**src/rtl/arb_mux_rr.sv**
```systemverilog
// N-to-1 round-robin arbitrating mux with one registered valid/ready output stage.
// Optional packet lock (in_last/out_last) is enabled by defining ARB_MUX_LAST_LOCK_EN.
module arb_mux_rr #(
  parameter  int size = 32,
  parameter  int N    = 4,
  localparam int SELW = (N > 1) ? $clog2(N) : 1
) (
  input  logic              clk,
  input  logic              rst,
  input  logic [N-1:0]      in_valid,
  input  logic [N*size-1:0] in_data,
  output logic [N-1:0]      in_ready,
`ifdef ARB_MUX_LAST_LOCK_EN
  input  logic [N-1:0]      in_last,
  output logic              out_last,
`endif
  output logic              out_valid,
  output logic [size-1:0]   out_data,
  output logic [SELW-1:0]   out_sel,
  input  logic              out_ready
);

  logic [SELW-1:0] ptr;
  logic [SELW-1:0] win;
  logic [SELW-1:0] ptr_nxt;
  logic [SELW-1:0] scan_idx;
  logic            found;
  logic [size-1:0] win_data;
  logic            load;
  logic            any_valid;
  logic            transfer;
`ifdef ARB_MUX_LAST_LOCK_EN
  logic            locked;
  logic [SELW-1:0] lock_sel;
`endif

  assign load      = !out_valid || out_ready;
  assign any_valid = |in_valid;

  // Scan from ptr upward with wrap; the first requester found wins.
  always_comb begin
    // NOTE: every combinational output gets a default first so no path leaves it unassigned (no latch).
    win      = '0;
    found    = 1'b0;
    scan_idx = '0;
    for (int k = 0; k < N; k++) begin
      scan_idx = SELW'((int'(ptr) + k) % N);
      if (!found && in_valid[scan_idx]) begin
        win   = scan_idx;
        found = 1'b1;
      end
    end
`ifdef ARB_MUX_LAST_LOCK_EN
    if (locked) win = lock_sel;
`endif
  end

  always_comb begin
    win_data = '0;
    in_ready = '0;
    for (int i = 0; i < N; i++) begin
      if (win == SELW'(i)) begin
        win_data    = in_data[i*size +: size];
        in_ready[i] = rst && load && any_valid;
      end
    end
  end

  assign transfer = |(in_valid & in_ready);
  assign ptr_nxt  = (win == SELW'(N - 1)) ? '0 : SELW'(win + 1'b1);

  always_ff @(posedge clk) begin
    // NOTE: the data register is reset too, because its reset value of 0 is architecturally visible.
    if (!rst) begin
      out_valid <= 1'b0;
      out_data  <= '0;
      out_sel   <= '0;
      ptr       <= '0;
`ifdef ARB_MUX_LAST_LOCK_EN
      out_last  <= 1'b0;
      locked    <= 1'b0;
      lock_sel  <= '0;
`endif
    end else if (load) begin
      out_valid <= transfer;
      if (transfer) begin
        out_data <= win_data;
        out_sel  <= win;
`ifdef ARB_MUX_LAST_LOCK_EN
        out_last <= in_last[win];
        locked   <= !in_last[win];
        lock_sel <= win;
        // Mid-packet beats keep the pointer; only the closing beat advances it.
        if (in_last[win]) ptr <= ptr_nxt;
`else
        ptr      <= ptr_nxt;
`endif
      end
    end
  end

endmodule
```
**config.mk**
```make
export PLATFORM = sky130hd
export DESIGN_NAME = arb_mux_rr
export DESIGN_NICKNAME = d
export VERILOG_FILES = /design/src/rtl/arb_mux_rr.sv
export SDC_FILE = /design/constraint.sdc
export NUM_CORES = 1
export LEC_CHECK = 0
export ABC_AREA = 1
export BUFFER_PORTS_ARGS = -buffer_cell sky130_fd_sc_hd__buf_2
export CORE_MARGIN = 1
export CORE_UTILIZATION = 47
export DETAILED_ROUTE_END_ITERATION = 8
export PLACE_DENSITY = 0.87
export SYNTH_ARGS = -nofsm -noshare
export SYNTH_HDL_FRONTEND = slang
export SYNTH_SLANG_ARGS = --single-unit
```
**constraint.sdc**
```tcl
create_clock -name clk -period 6.6 [get_ports clk]
set_clock_uncertainty 0.1 [all_clocks]
set_input_delay 1.32 -clock clk [delete_from_list [all_inputs] [get_ports clk]]
set_output_delay 1.32 -clock clk [all_outputs]
set_load 0.05 [all_outputs]
```
==> results of run 1 <==
## per-layer routing
metal	part of all wire, %	vias up	track usage, %
met3	5.7	14	5.698
met5	0	-	0
li1	-	1794	-
met4	1.6	0	8.519
met2	51	147	51.75
met1	41	1551	33.12
## per-stage QoR
step | setup WS (ns) | area [um2] | hold WS (ns) | instances | util [%]
finish | 1.844 | 3608 | 0.3767 | 676 | 64.74
global placement | 2.011 | 3526 | 0.3588 | 668 | 63.25
floorplan | 2.302 | 2738 | 0.4316 | 455 | -
CTS | 1.860 | 3608 | 0.3814 | 676 | 64.74
global route | 1.598 | 3608 | 0.3959 | 676 | 64.74
detailed placement | 1.867 | 3526 | 0.3654 | 668 | 63.25
## kinds of logic (layout without fill, tap and decap cells)
kind of cell | Yosys count | count (layout) | synth area share [%]
AO/OA/AOI/OAI | 134 | 134 | 25.05
buffers and inverters | 52 | 201 | 9.689
AND/OR/NAND/NOR | 228 | 228 | 36.38
adder cells (fa/ha/maj) | 4 | 4 | 1.828
flip-flops | 37 | 37 | 27.06
## state kept, by name, indices dropped and copies added, names as in the netlist
register / flops
out_data: 32
out_sel: 2
ptr: 2
out_valid: 1
## cell usage after synthesis (all sizes together)
cell type  count
o21ai         98
nand4          4
nand3         37
clkbuf        20
a21oi         36
nand2        110
ha             4
inv           15
nor2          77
clkinv         1
dfxtp         37
buf           16
## placed cells by master, fill, tap and decap left out, drive strengths merged
cell type / instances
nand2: 110
nor2: 77
inv: 15
dfxtp: 37
nand3: 37
clkinv: 3
a21oi: 36
clkbuf: 6
o21ai: 98
buf: 177
nand4: 4
ha: 4
## cell type report
class,instances,area share [%]
clock buffers,6,2.011
clock inverters,2,0.2774
inverters,16,1.803
multi-input cells,366,48.06
flip-flops and latches,37,20.53
well taps,72,2.497
repair buffers,177,24.83
## critical path: stages
cell and delay [ns]:
buf_2 0.10, clkinv_1 0.10, nand2_1 0.09, nand3_1 0.11, nand2_1 0.17, inv_2 0.05, nand2_1 0.07, nand2_1 0.05
nand2_1 0.08, nand2_1 0.06, nand2_2 0.10, inv_1 0.08, ha_1 0.22, inv_2 0.39, nor2_2 0.11, buf_2 0.23
## worst paths after layout
path / from / endpoint / slack, ns / cells after the start
worst max register to register: ptr[0] / out_sel[1] / 3.01 / 20
worst max-delay path: in_valid[3] / in_ready[2] / 1.84 / 16
worst min-delay path: out_data[2] / out_data[2] / 0.38 / 2
worst min register to register: out_data[2] / out_data[2] / 0.38 / 2
==> flow_summary.toml, run 1 <==
[synthesis]
ys_ff_latch = 37
synth_nets = 594
synth_cell_types = 26
yosys-top-cells-area = "dfxtp_1 27%, nand2_1 14%, o21ai_0 12%"
synth_area_um2 = 2738
synth.avg_cell_area_um2 = 6.017
synthCells = 455
synth_warnings = 0
synth_top_area_share_pct = 27.06
yosysTopAreaCell = "dfxtp_1"
synth-seq-area-share_pct = 27.06

[clock_network]
cts-hold-fix-buffers = 0
cts.sinks = 37
h-tree-depth = 2
cts_resized = 0
root_buffer = "clkbuf_8"
clk_pin_slew_ns = 0.07
cts_buffer_depth = 2
post-cts-setup-buffer-count = 0
numCtsBuffers = 5
clock_latency_ns = 0.28
cts_tree = "done"

[finish]
syn_to_final_growth_pct = 31.81
fill_cells = 557
fin_nets = 742
multi_input_area_um2 = 1734
diodes = 0
regArea_um2 = 740.7
final_layout_size_suffix_gt1_share_pct = 35.60

[status]
status = "finished clean"

[floorplan]
rows = 27
core_area_um2 = 5574
start_util_pct = 49.11
pin_count = 174
die_y_um = 78.32
die-area_um2 = 6134
dieWidth_um = 78.32

[sta]
fin_crit_ns = 4.756
max_freq_mhz = 210.3
setup_tns_ns = 0
hold_violations = 0
worstMarginPinSlew_ns = 0.8352
rsz0062_at_grt = "no"
drv_slew = 0
slew-limit-headroom_pct = 44.19
period_share_pct = 72.06
setup_viol_count_final = 0

[global_route]
antenna_found_initial = 0
grt_pass1_vias = 3202
grt.overflow.total = 0
grt_pass1_wl_um = 14030
grt_usage_pct = 28.37
grt_max_degree = 65

[critical_path]
cp_data_arrival_time_ns = 3.34
path_max_fanout = 33
endpoint_kind = "output pin"
start_kind = "primary input"
crit_required_ns = 5.18
crit_type = "in -> out"

[route]
first_pass_iters = 5
avgViaCountPerCell = 5.186
vias = 3506
drc_errors = 0
routedWlPerCell_um = 12.80
detail-route-antenna-nets = 0
wirelength_um = 8651
drt_iter0_drc = 166

[run]
maxCapViolCount = 0

[placement]
io_buffers = 173
gp_congestion = 0.9366
dp_hpwl_um = 6385

[worst_hold_path]
hp-class = "reg -> reg"
Power of run 1 is not shown: default switching activity piles up to over one toggle a cycle in this logic, so the estimate is an artifact.
==> inputs of run 2 (changes only) <==
==> config.mk (replaced) <==
export PLATFORM = sky130hd
export DESIGN_NAME = arb_mux_rr
export DESIGN_NICKNAME = d
export VERILOG_FILES = /design/src/rtl/arb_mux_rr.sv
export SDC_FILE = /design/constraint.sdc
export NUM_CORES = 1
export LEC_CHECK = 0
export ABC_AREA = 0
export BUFFER_PORTS_ARGS = -buffer_cell sky130_fd_sc_hd__buf_2
export CORE_MARGIN = 1
export CORE_UTILIZATION = 40
export DETAILED_ROUTE_END_ITERATION = 8
export PLACE_DENSITY = 0.81
export SYNTH_ARGS = -nofsm -noshare
export SYNTH_HDL_FRONTEND = slang
export SYNTH_SLANG_ARGS = --single-unit
==> constraint.sdc (replaced) <==
create_clock -name clk -period 4.7 [get_ports clk]
set_clock_uncertainty 0.1 [all_clocks]
set_input_delay 0.94 -clock clk [delete_from_list [all_inputs] [get_ports clk]]
set_output_delay 0.94 -clock clk [all_outputs]
set_load 0.05 [all_outputs]
==> flow_summary.toml, run 2 <==
[finish]
fin_nets = 571
regMostFlops = "out_data"
diodes = 0
fill_cells = 503
final_common_cell = "buf_2"
syn_to_final_growth_pct = 42.69
largest_register_ff_count = 32
final_layout_size_suffix_gt1_share_pct = 45.03
reg_top3 = "out_data: 32 flops, out_sel: 2 flops, ptr: 2 flops"
final_cell_mix = "173 x buf_2, 37 x dfxtp_1, 35 x nand2_1"

[global_route]
use_met2_pct = 43.45
met3_usage_pct = 7.066
grt_usage_pct = 23.72
antenna_found_initial = 0
busiest_layer = "met2"
grt_pass1_wl_um = 11160
grt_pass1_vias = 2500
grt.overflow.total = 0
grtUsageMet1_pct = 26.28
grt_max_degree = 36

[clock_network]
cts_tree = "done"
h-tree-depth = 2
root_buffer = "clkbuf_8"
post-cts-setup-buffer-count = 0
cts_resized = 0
cts-hold-fix-buffers = 0
numCtsBuffers = 5
cts_buffer_depth = 2
cts.sinks = 37
clk_pin_slew_ns = 0.07
clock_latency_ns = 0.28

[floorplan]
rows = 26
pin_count = 174
die_y_um = 76.03
die-area_um2 = 5781
core_area_um2 = 5205
start_util_pct = 42.12
dieWidth_um = 76.03

[power_and_ir_drop]
power_density_nw_per_um2 = 365.8
p_leak_uw = 0.001465
vdd_drop_max_mv = 0.2341

[synthesis]
synth-seq-area-share_pct = 33.79
synth.avg_cell_area_um2 = 8.089
synthCells = 271
yosys-top-cells-area = "dfxtp_1 34%, a221oi_1 12%, o22ai_1 9.1%"
synth_edf_count = 0
synth_warnings = 0
yosysMostFrequentCell = "dfxtp_1"
ys.flop_type = "dfxtp_1"
synth_top_area_share_pct = 33.79
synth_cell_types = 35
yosysTopAreaCell = "dfxtp_1"
synth_async_sr_flop_share_pct = 0
synth_nets = 410
synth_area_um2 = 2192
synth_common_cells = "37 x dfxtp_1, 35 x nand2_1, 34 x a21oi_1"
ys_ff_latch = 37

[route]
wirelength_um = 6951
drc_errors = 0
vias = 2757
drt_iter0_drc = 129
routedWlPerCell_um = 13.82
avgViaCountPerCell = 5.481
first_pass_iters = 4
detail-route-antenna-nets = 0

[sta]
slew-limit-headroom_pct = 36.76
whs_ns = 0.3499
setup_tns_ns = 0
worstMarginPinSlew_ns = 0.9428
period_share_pct = 77.11
max_freq_mhz = 275.9
fin_crit_ns = 3.624
drv_slew = 0
setup_viol_count_final = 0
hold_violations = 0
rsz0062_at_grt = "no"

[placement]
dp_hpwl_um = 5233
gp_congestion = 0.9479
io_buffers = 173

[critical_path]
path_max_fanout = 19
start_kind = "primary input"
crit_type = "in -> out"
endpoint_kind = "output pin"
cp_data_arrival_time_ns = 2.58
crit_required_ns = 3.66

[worst_hold_path]
hp-class = "reg -> reg"

[run]
maxCapViolCount = 0

[status]
status = "finished clean"
## run 2: metal layers
layer  vias up  wire (um)
met3         8        553
li1       1365          -
met1      1253       2833
met4         0         84
met2       131       3480
met5         -          0
## run 2: area by class of cell
type / instances / area [um2] / area share [%]
tap: 70 / 87.58 / 2.800
multi-input combinational: 203 / 1276 / 40.80
timing repair buffer: 181 / 925.9 / 29.60
sequential: 37 / 740.7 / 23.68
clock inverter: 2 / 10.01 / 0.3200
inverter: 4 / 15.01 / 0.4800
clock buffer: 6 / 72.57 / 2.320
## run 2: logic make-up (layout without fill, tap and decap cells)
group | after synthesis | in the layout | share of synthesized area, %
AOI/OAI and AO/OA | 111 | 111 | 35.05
buffers and inverters | 31 | 193 | 7.991
adders and majority gates | 4 | 4 | 2.283
muxes | 1 | 1 | 0.4566
DFF | 37 | 37 | 33.79
and+or+nand+nor | 87 | 87 | 20.43
## run 2: worst max-delay path: stages
cell      delay (ns)
buf_2           0.11
nor2b_1         0.17
nor2_1          0.07
o221ai_1        0.34
inv_1           0.14
ha_1            0.24
buf_4           0.21
and2_1          0.15
buf_2           0.20
## run 2: worst paths after layout
path                from      endpoint  slack, ns  cells after the start
max          in_valid[0]   in_ready[1]       1.08                      9
min          out_data[5]   out_data[5]       0.35                      2
max reg2reg       ptr[0]  out_data[11]       1.77                     10
min reg2reg  out_data[5]   out_data[5]       0.35                      2
## run 2: power by group
group	total, uW	internal, uW	leakage, uW	switching [uW]
combinational	566	202	0.00112	364
sequential	372	353	0.000301	19.0
clock	206	103	0.0000450	104
total	1140	658	0.00146	487
## run 2: stage by stage
| step | cell area [um2] | util (%) | power [uW] | setup WS, ns | std cells |
|---|---|---|---|---|---|
| after floorplan | 2192 | - | 800.3 | 0.4397 | 271 |
| after global placement | 3045 | 58.51 | 931.9 | 1.110 | 495 |
| after detailed placement | 3045 | 58.51 | 943.7 | 1.014 | 495 |
| after CTS | 3128 | 60.10 | 1153 | 1.068 | 503 |
| after global routing | 3128 | 60.10 | 1229 | 0.9210 | 503 |
| final | 3128 | 60.10 | 1144 | 1.076 | 503 |
No activity file was read; power rests on OpenSTA's default activity.
==> inputs of run 3 (changes only) <==
==> config.mk (replaced) <==
export PLATFORM = sky130hd
export DESIGN_NAME = arb_mux_rr
export DESIGN_NICKNAME = d
export VERILOG_FILES = /design/src/rtl/arb_mux_rr.sv
export SDC_FILE = /design/constraint.sdc
export NUM_CORES = 1
export LEC_CHECK = 0
export ABC_AREA = 1
export BUFFER_PORTS_ARGS = -buffer_cell sky130_fd_sc_hd__buf_2
export CORE_MARGIN = 1
export CORE_UTILIZATION = 39
export DETAILED_ROUTE_END_ITERATION = 8
export PLACE_DENSITY = 0.77
export SYNTH_ARGS = -nofsm -noshare
export SYNTH_HDL_FRONTEND = slang
export SYNTH_SLANG_ARGS = --single-unit
==> constraint.sdc (replaced) <==
create_clock -name clk -period 3.22 [get_ports clk]
set_clock_uncertainty 0.1 [all_clocks]
set_input_delay 0.644 -clock clk [delete_from_list [all_inputs] [get_ports clk]]
set_output_delay 0.644 -clock clk [all_outputs]
set_load 0.05 [all_outputs]
==> flow_summary.toml, run 3 (synthesis gave the netlist of run 1 again) <==
[status]
status = "finished clean"

[sta]
fin_crit_ns = 3.072
period_share_pct = 95.42
setup_tns_ns = 0
hold_violations = 0
worstMarginPinSlew_ns = 0.5270
setup_viol_count_final = 0
max_freq_mhz = 325.5
rsz0062_at_grt = "no"
slew-limit-headroom_pct = 64.87
drv_slew = 0

[critical_path]
start_kind = "primary input"
cp_cell_sequence = "buf_2 > clkinv_1 > o21ai_1 > nand2_1 > nand2_2 > nand2_1 > nand2_1 > nand2_1 > nand2_1 > nand2_2 > inv_1 > ha_2 > inv_2 > nor2_2 > clkbuf_4"
crit_type = "in -> out"
cpMostUsedCell = "nand2_1"
path_buf_inv = 5
crit_required_ns = 2.48
cpLargestDelayFamily = "simple AND/OR/NAND/NOR gates"
cp_data_arrival_time_ns = 2.33
crit_slowest_cell = "clkbuf_4"
path_max_fanout = 4
slowest_delay_ns = 0.24
endpoint_kind = "output pin"

[floorplan]
die-area_um2 = 7358
core_area_um2 = 6794
dieWidth_um = 85.78
die_y_um = 85.78
rows = 30
pin_count = 174
start_util_pct = 40.29

[route]
wirelength_um = 9145
vias = 3501
drc_errors = 0
avgViaCountPerCell = 4.938
drt_iter0_drc = 171
first_pass_iters = 7
detail-route-antenna-nets = 0
routedWlPerCell_um = 12.90

[clock_network]
cts_tree = "done"
numCtsBuffers = 5
cts_buffer_depth = 2
post-cts-setup-buffer-count = 0
cts-hold-fix-buffers = 0
clock_latency_ns = 0.29
cts.sinks = 37
root_buffer = "clkbuf_8"
clk_pin_slew_ns = 0.07
h-tree-depth = 2

[finish]
final_layout_size_suffix_gt1_share_pct = 37.19
diodes = 0
largest_register_ff_count = 32
reg_top3 = "out_data: 32 flops, out_sel: 2 flops, ptr: 2 flops"
final_cell_mix = "169 x buf_2, 99 x nand2_1, 68 x nor2_1, 68 x o21ai_0, 37 x nand3_1"
syn_to_final_growth_pct = 37.48
final_common_cell = "buf_2"
fin_nets = 751
regMostFlops = "out_data"

[global_route]
antenna_found_initial = 0
grt_usage_pct = 24.62
grt_max_degree = 65
grt_pass1_vias = 3061
grt.overflow.total = 0
grt_pass1_wl_um = 14320

[placement]
gp_congestion = 0.8768
dp_hpwl_um = 6933
io_buffers = 173

[run]
maxCapViolCount = 0

[worst_hold_path]
hp-class = "reg -> reg"
## run 3: worst register-to-register path, cell delays in order (launching register included)
cell and delay (ns):
dfxtp_4 0.42, inv_4 0.07, nand2_1 0.05, nand2_1 0.09, nand2_1 0.11, nand2_2 0.09
nor2_4 0.13, nand3_1 0.09, nand3_1 0.08, nand2_1 0.11, inv_1 0.11, ha_1 0.21
inv_2 0.06, buf_4 0.24, o21ai_0 0.33, o21ai_0 0.13, o21ai_1 0.17, nor2_1 0.05
## run 3: layout make-up
class / count / area [um2]
tap: 96 / 120.1
timing repair buffer: 186 / 1011
multi-input combinational: 366 / 1739
clock inverter: 2 / 10.01
clock buffer: 6 / 72.57
sequential: 37 / 745.7
inverter: 16 / 65.06
fill: 701 / 3030
## run 3: metrics by stage
step                cell area (um2)  std cells  setup WS (ns)  util, %  hold WS, ns
detailed placement             3661        701        0.08984    53.89       0.3681
global route                   3764        709       0.008939    55.40       0.4012
floorplan                      2738        455         0.1875        -       0.4316
global placement               3661        701         0.2001    53.89       0.3610
finish                         3764        709         0.1476    55.40       0.3801
CTS                            3745        709        0.09506    55.12       0.3859
## run 3: routing by layer
metal	global-route usage, %	vias to the layer above	routed length, um
met2	40.58	137	4418
met4	8.788	0	185
met3	5.486	18	556
li1	-	1816	-
met1	31.64	1530	3984
met5	0	-	0
## run 3: final timing paths
kind | from | endpoint | slack (ns) | cells after the start
hold reg to reg | out_data[12] | out_data[12] | 0.38 | 2
setup / recovery | in_valid[3] | in_ready[0] | 0.15 | 15
setup reg to reg | ptr[0] | out_data[9] | 0.50 | 17
hold / removal | out_data[12] | out_data[12] | 0.38 | 2
## run 3: what timing repair did
item | 4_1_cts | 5_1_grt
cloned | 0 | 0
setup endpoints to repair | 1 | 4
pin swaps | 0 | 0
gates resized for setup | 1 | 10
Power of run 3 is left out for the same reason.
